**config.mk**
```make
export PLATFORM = sky130hd
export DESIGN_NAME = ram_read_streamer
export DESIGN_NICKNAME = d
export VERILOG_FILES = /design/src/rtl/ram_read_streamer.sv
export SDC_FILE = /design/constraint.sdc
export NUM_CORES = 1
export LEC_CHECK = 0
export CAP_MARGIN = 20
export CORE_ASPECT_RATIO = 2
export CORE_MARGIN = 4
export CORE_UTILIZATION = 40
export DETAILED_ROUTE_END_ITERATION = 16
export PLACE_DENSITY = 0.67
export SLEW_MARGIN = 20
export SYNTH_ARGS = -nofsm -noshare
export SYNTH_HDL_FRONTEND = slang
export SYNTH_SLANG_ARGS = --single-unit
```
**constraint.sdc**
```tcl
create_clock -name clock -period 3 [get_ports clock]
set_input_delay 0.6 -clock clock [delete_from_list [all_inputs] [get_ports clock]]
set_output_delay 0.6 -clock clock [all_outputs]
set_load 0.005 [all_outputs]
```
**src/rtl/ram_read_streamer.sv**
```systemverilog
// rtl/ram_read_streamer.sv - streams a burst of words from a synchronous RAM read port
//
// Purpose: on start, reads length consecutive words beginning at base_addr
// (address wraps modulo 2**ADDR_WIDTH). The words are delivered on a
// valid/ready output stream, and out_last marks the final word. A 2-entry
// output FIFO absorbs the one-cycle RAM latency so that the stream runs at
// one word per cycle.
//
// Optional feature: define RAM_READ_STREAMER_ABORT_EN to add the abort input.
//
// Ports:
//   clock, reset          single clock; asynchronous active-high reset
//   start, base_addr,     burst request (sampled only while idle)
//   length
//   read_addr             registered address to the RAM read port
//   ram_data              RAM read data, one edge after read_addr is sampled
//   out_valid, out_ready, output word stream
//   out_data, out_last
//   busy, done            burst in progress / one-cycle completion pulse
//   abort                 (RAM_READ_STREAMER_ABORT_EN only) cancel a running burst
module ram_read_streamer #(
  parameter int DATA_WIDTH = 8,
  parameter int ADDR_WIDTH = 16
) (
  input  logic                  clock,
  input  logic                  reset,
  input  logic                  start,
  input  logic [ADDR_WIDTH-1:0] base_addr,
  input  logic [ADDR_WIDTH:0]   length,
`ifdef RAM_READ_STREAMER_ABORT_EN
  input  logic                  abort,
`endif
  output logic [ADDR_WIDTH-1:0] read_addr,
  input  logic [DATA_WIDTH-1:0] ram_data,
  output logic                  out_valid,
  input  logic                  out_ready,
  output logic [DATA_WIDTH-1:0] out_data,
  output logic                  out_last,
  output logic                  busy,
  output logic                  done
);

  typedef enum logic {IDLE, RUN} state_t;

  state_t                state;
  logic [ADDR_WIDTH:0]   remaining;     // words still to issue, counting the one on read_addr
  logic                  pending;       // read_addr holds an address that has not been issued yet
  logic                  inflight;      // an issued read returns its data on the coming edge
  logic                  inflight_last;
  logic [DATA_WIDTH-1:0] mem_data [2];
  logic                  mem_last [2];
  logic                  wr_ptr;
  logic                  rd_ptr;
  logic [1:0]            count;
  logic                  pop;
  logic                  issue;
  logic                  abort_now;
  logic [2:0]            occ_after;

`ifdef RAM_READ_STREAMER_ABORT_EN
  assign abort_now = abort && (state == RUN);
`else
  assign abort_now = 1'b0;
`endif

  assign out_valid = (count != 2'd0);
  assign out_data  = out_valid ? mem_data[rd_ptr] : '0;
  assign out_last  = out_valid && mem_last[rd_ptr];
  assign pop       = out_valid && out_ready;

  // The occupancy after this edge counts the word landing from the RAM and
  // drops the word leaving. A read issued now lands one edge later, so it may
  // only go out when that figure leaves room in the 2-entry FIFO.
  assign occ_after = {1'b0, count} + {2'b00, inflight} - {2'b00, pop};
  assign issue     = (state == RUN) && pending && (occ_after < 3'd2);

  always_ff @(posedge clock or posedge reset) begin
    if (reset) begin
      state         <= IDLE;
      remaining     <= '0;
      pending       <= 1'b0;
      inflight      <= 1'b0;
      inflight_last <= 1'b0;
      read_addr     <= '0;
      mem_data[0]   <= '0;
      mem_data[1]   <= '0;
      mem_last[0]   <= 1'b0;
      mem_last[1]   <= 1'b0;
      wr_ptr        <= 1'b0;
      rd_ptr        <= 1'b0;
      count         <= 2'd0;
      busy          <= 1'b0;
      done          <= 1'b0;
    end else begin
      done <= 1'b0;
      case (state)
        IDLE: begin
          if (start) begin
            if (length != '0) begin
              state     <= RUN;
              busy      <= 1'b1;
              read_addr <= base_addr;
              remaining <= length;
              pending   <= 1'b1;
            end else begin
              done <= 1'b1;
            end
          end
        end
        RUN: begin
          if (abort_now) begin
            // The RAM may still return data for the last address; dropping
            // inflight makes the streamer ignore that data.
            state    <= IDLE;
            busy     <= 1'b0;
            done     <= 1'b1;
            pending  <= 1'b0;
            inflight <= 1'b0;
            count    <= 2'd0;
            wr_ptr   <= 1'b0;
            rd_ptr   <= 1'b0;
          end else begin
            inflight <= issue;
            if (issue) begin
              inflight_last <= (remaining == (ADDR_WIDTH+1)'(1));
              remaining     <= remaining - (ADDR_WIDTH+1)'(1);
              if (remaining == (ADDR_WIDTH+1)'(1)) begin
                pending <= 1'b0;
              end else begin
                read_addr <= read_addr + ADDR_WIDTH'(1);
              end
            end
            if (inflight) begin
              mem_data[wr_ptr] <= ram_data;
              mem_last[wr_ptr] <= inflight_last;
              wr_ptr           <= ~wr_ptr;
            end
            if (pop) begin
              rd_ptr <= ~rd_ptr;
            end
            count <= count + {1'b0, inflight} - {1'b0, pop};
            if (pop && out_last) begin
              state <= IDLE;
              busy  <= 1'b0;
              done  <= 1'b1;
            end
          end
        end
        default: state <= IDLE;
      endcase
    end
  end

endmodule

```
After elaboration in Yosys (flattened, before gate mapping):

Cells that the tools add are included.

* input bits: 45
* flip-flop bits (word level): 61
* output and inout bits: 28
* word-level logic and storage cells: 89

* eq/ne operators: 7
* reduce and logical (&&, ||, !) cells: 15
* mux-type cells: 37
* add/subtract/negate cells: 6
* bitwise operators: 5
* order comparisons: 4

Operators by type and width (count)
* 16-bit 2-to-1 mux: 4
* 17-bit 2-to-1 mux: 3
* 8-bit 2-to-1 mux: 5
* 17-bit one-hot mux with 2 select lines: 1
* 16-bit one-hot mux with 2 select lines: 1
* 17-bit by 1-bit == test with 1-bit output (second input constant): 1
* 17-bit nonzero test: 1
* 17-bit by 1-bit subtractor with 17-bit output (second input constant): 1
* 16-bit by 1-bit adder with 16-bit output (second input constant): 1
* 16-bit bitwise mux: 1
* 1-bit 2-to-1 mux: 15
* 8-bit demux with 1-bit select: 1
* 1-bit one-hot mux with 2 select lines: 4
* 4-bit AND reduction: 2
* 1-bit logical AND: 6
* 2-bit by 1-bit != test with 1-bit output (second input constant): 3
* 2-bit != test (second input constant): 3
* 2-bit AND reduction: 3
* 3-bit AND reduction: 2
* 2-bit >= comparator (second input constant): 2
* 1-bit NOT with 2-bit output: 2
* 2-bit by 1-bit adder with 3-bit output: 1
* 3-bit by 2-bit < comparator with 1-bit output (second input constant): 1
* 1-bit NOT: 3
* 7 further kinds: 7

Depth between registers and ports, before layout:

* word-level depth: 8
* depth in mapped cells: 14
* depth with buffers taken out: 12

Least setup slack after synthesis:

No wires, ideal clock.

* path kind: flip-flop to flip-flop
* from: register count[1]
* to: register read_addr[12]
* cell stages (with the launch flop): 14
* library setup time: 126 ps
* required time: 2874 ps
* path slack: -149 ps
* clock period less this slack: 3149 ps
* data arrival time: 3023 ps
* path buffers: 1
* cells stage by stage: dfrtp_1 -> nor2_1 -> inv_1 -> and2_1 -> ha_1 -> inv_1 -> ha_1 -> fa_1 -> and3b_1 -> nand2_1 -> a31oi_1 -> buf_2 -> mux2i_1 -> a21oi_1

* word-level cells in the longest chain between the ends: 7
* elaborated cells on any way between the ends: 8
* those cells by class: 2 x add/sub; 1 x order compare; 1 x eq/ne; 4 x reduce/logical

Ends and longest elaborated chain
* from (decl): RTL line 54 `logic [1:0] count;`
* from (signal assigned): RTL line 141 `count <= count + {1'b0, inflight} - {1'b0, pop};`
* 2-bit nonzero test: RTL line 66 `assign out_valid = (count != 2'd0);`
* named net out_valid: RTL line 35 `output logic out_valid,`
* 1-bit logical AND: RTL line 69 `assign pop = out_valid && out_ready;`
* 3-bit by 1-bit subtractor with 3-bit output: RTL line 74 `assign occ_after = {1'b0, count} + {2'b00, inflight} - {2'b00, pop};`
* named net occ_after[1]: RTL line 58 `logic [2:0] occ_after;`
* 3-bit by 2-bit < comparator with 1-bit output: RTL line 75 `assign issue = (state == RUN) && pending && (occ_after < 3'd2);`
* 1-bit logical AND: RTL line 75
* 2-bit by 1-bit != test with 1-bit output (no source line)
* 4-bit AND reduction (no source line)
* to (signal assigned): RTL line 102 `read_addr <= base_addr;`
* to (signal assigned): RTL line 130 `read_addr <= read_addr + ADDR_WIDTH'(1);`
* to (decl): RTL line 33 `output logic [ADDR_WIDTH-1:0] read_addr,`

The timed path passes the listed nets, and every way through them passes these cells.
A chain may end at the register's enable or synchronous reset.

Worst setup path in the final report:

* from: register count[1]
* to: register remaining[16]

* word-level cells in the longest chain between the ends: 7
* elaborated cells on any way between the ends: 8
* those cells by class: 2 x add/sub; 1 x order compare; 1 x eq/ne; 4 x reduce/logical

Ends and longest elaborated chain
* branches (longest 2 deep; another with 2-bit by 1-bit adder with 3-bit output)
* 3-bit by 1-bit subtractor with 3-bit output (*): RTL line 74
* named net occ_after[1]: RTL line 58
* 3-bit by 2-bit < comparator with 1-bit output (*): RTL line 75
* 1-bit logical AND (*): RTL line 75
* 2-bit by 1-bit != test with 1-bit output (no source line) (*)
* 3-bit AND reduction (no source line) (*)
* to (signal assigned): RTL line 103 `remaining <= length;`
* to (signal assigned): RTL line 126 `remaining <= remaining - (ADDR_WIDTH+1)'(1);`
* to (decl): RTL line 46 `logic [ADDR_WIDTH:0] remaining;`

Mark *: on every way through the listed nets, which the timed path passes.

==> results.md <==
- Status: finished clean
- Synth Net Count: approximately 400
- Area share of fa/ha/maj cells after synthesis: 2.348%
- Clock sink count: between 60 and 70
- Clock Skew: 0.006084 ns
- WHS Endpoint: inflight_last
- Peak supply drop: 0.4975 mV
- Min-delay worst type: reg2reg
- Initial antenna violation count: 0
- Ys async rst share: 100.0%
- Largest net degree at the start of global routing: 35
- Num CTS Buffers: 9
- Min-Delay Path Depth: 2
- Reg2Reg Setup Slack: 0.1 ns
- Cells on worst reg2reg path: 12
- Tcrit/Tclk final: just under 100%
- Leading cell type in the layout, fill and taps excluded: clkdlybuf4s50_1
- Syn_area_per_cell: 9.992 um2
- GRT Overall Usage: 19.39%
- CP max FO: 8
- CP arrival: approximately 3.1 ns
- Tightest Pin Transition: 0.7154 ns
- Core area: 8588 um2
- Longest Clk Path Bufs: 2
- FP Rows: 48
- Worst R2R End: remaining[16]
- Die ar.: 10,450 um2
- Lkg Pwr: 2.075 nW
- # hold bufs at CTS: 0
- Mux contribution to synthesized area: 10.96%
- GP Congestion: about 0.86
- Via density: 5.862
- Routed len/inst: about 18 um
- Vert. Die Dim: 140.6 um
- Post-Synth XOR/XNOR Area: less than 1%
- Pins over their slew limit: 0
- Worst slew margin: between 50% and 60%
- Main flop type after synthesis: dfrtp_1
- Final wirelength: 9835 um
- Fin Setup TNS: 0 ns
- Worst r2r src: count[1]
- Mapped Area: between 3000 and 4000 um2
- H-tree depth: 3
- Fraction of layout cells with a size suffix above 1: 21.60%
- Top-level I/O count: 73
- End-of-flow core utilization: roughly 57%
- CTS tree: yes
- Gr ovfl total: 0
- CP required: 3.24 ns
- Worst setup EP type: flop
- Die width: 74.31 um
- Number of flops mapped to enable cells by yosys: 0
- Residual DRC: 0
- First-pass GRT wire length: 15,530 um
- Routed via count: 3,218
- Flops & latches, synth: 61
- Worst setup SP type: flop
- Cell taking the most area after synthesis: dfrtp_1
- Number of max-cap violations: 0
- Clock-pin slew of the registers on the worst-case setup and hold paths: about 0.050 ns
- Post-DP Area: between 4000 and 5000 um2
- Post-route cell area: 4912 um2
- Post-Synthesis Cells: about 350
- Yosys Warn Count: 0
- CTS root buffer: clkbuf_16
- Main combinational cell family by area after synthesis: simple AND/OR/NAND/NOR gates
- Distinct cells, synth: 57
- Final antenna-violating net count: 0
- Ranking of synthesized cells by area: dfrtp_1, mux2_2, mux2i_1
- # setup viols final: 0
- Fin crit period: 2.902 ns
- Compound-gate portion of the synthesized area: 17.97%
- Post-synthesis simple-gate area fraction: 20.85%
- PwrDens: 959.0 nW/um2
- Clock Latency Late Sink: between 0.3 and 0.4 ns
- Dpl hpwl: between 6000 and 7000 um
- Vias in the first global route: 3,250
- Post-synth top area share: 43.40%
- Unrepaired setup endpoints after global routing: true
- Final Hold Vio Count: 0
- Final hold slack: between 0.4 and 0.5 ns
- Fmax: 0.3446 GHz
- N_diodes: 0
- Syn-to-layout area delta: 39.67%
- PortBufs: 72
- Fin nets: 497
- Commonest cells after routing, fill and taps aside: clkdlybuf4s50_1, dfrtp_1, nor2_1, buf_4, nand2_1
- Drt initial violations: around 190
- Post-synthesis sequential area ratio: 43.40%
- Crit Path Class: reg2reg
- Initial Util: approximately 41%
- Pre-Repair DR Iteration Count: 4
- HP Start: inflight_last
==> kinds of logic after synthesis <==
group,after synthesis
xor+xnor,3
flops,61
fa+ha+maj,6
simple gates,133
compound gates,82
buf+inv,31
mux,36
==> worst max path at each step <==
stage          cells past startpoint      start             to  slack, ns
2_1_floorplan                     13   count[1]  read_addr[12]       0.06
3_3_place_gp                      12  out_ready  read_addr[15]      -0.32
3_5_place_dp                      12  out_ready  read_addr[15]      -0.33
4_1_cts                           13  out_ready   remaining[1]      0.001
5_1_grt                           12   count[1]  remaining[16]      -0.02
6_report                          12   count[1]  remaining[16]        0.1
==> layout make-up <==
type / instances / area [um2]
clock buffers: 12 / 256.5
clock inverters: 2 / 10.01
fillers: 778 / 3676
inverters: 14 / 52.55
multi-input cells: 261 / 1971
flip-flops and latches: 61 / 1526
well taps: 100 / 125.1
repair buffers: 99 / 970.9
==> through the flow <==
step | std cells | power [mW] | setup WS (ns)
floorplan | 352 | 2.603 | 0.06393
global placement | 529 | 3.428 | -0.3156
detailed placement | 529 | 3.493 | -0.3333
CTS | 544 | 4.499 | 0.001442
global route | 549 | 5.012 | -0.01749
finish | 549 | 4.711 | 0.09826
==> flip-flops by register name, summed over array words and instances, names as in the netlist, 2 cells and up <==
register,flops
count,2
mem_last,2
remaining,17
mem_data,16
read_addr,16
==> timing repair <==
action                                  in CTS  in global routing
resized for setup                            0                 25
pin swaps                                    0                  9
cloned                                       0                  2
endpoints found under the setup margin       1                 26
buffers inserted                             1                  4
==> worst max-delay path, cell delays in order, from the launching register on <==
cell,delay [ns]
dfrtp_1,0.41
nor2_4,0.13
inv_2,0.05
and2_4,0.14
ha_4,0.25
inv_2,0.04
ha_4,0.15
fa_2,0.56
nand3b_1,0.15
o211ai_1,0.19
o21ba_4,0.31
and4_1,0.21
nor4_2,0.23
==> cells in the mapped netlist (all sizes together), types with 11 or more instances <==
library cell	count
mux2i	16
mux2	20
nand4	11
a21oi	13
inv	13
nor2	36
dfrtp	61
nor3	16
o21ai	19
nand3	12
nand2	23
==> report_power, final <==
part / total (mW) / leakage [nW] / internal, mW / switching [mW]
clock network: 0.932 / 0.134 / 0.590 / 0.342
logic: 2.45 / 1.17 / 1.33 / 1.13
registers: 1.32 / 0.767 / 1.07 / 0.250
total: 4.71 / 2.08 / 2.99 / 1.72
==> layer usage <==
layer | track usage (%) | share of wire, % | up-vias
li1 | - | - | 1522
met1 | 21.23 | 37 | 1582
met2 | 33.43 | 54 | 84
met3 | 4.568 | 4.7 | 30
met4 | 10.41 | 3.9 | 0
met5 | 0 | 0 | -
No activity file was read; power rests on OpenSTA's default activity.
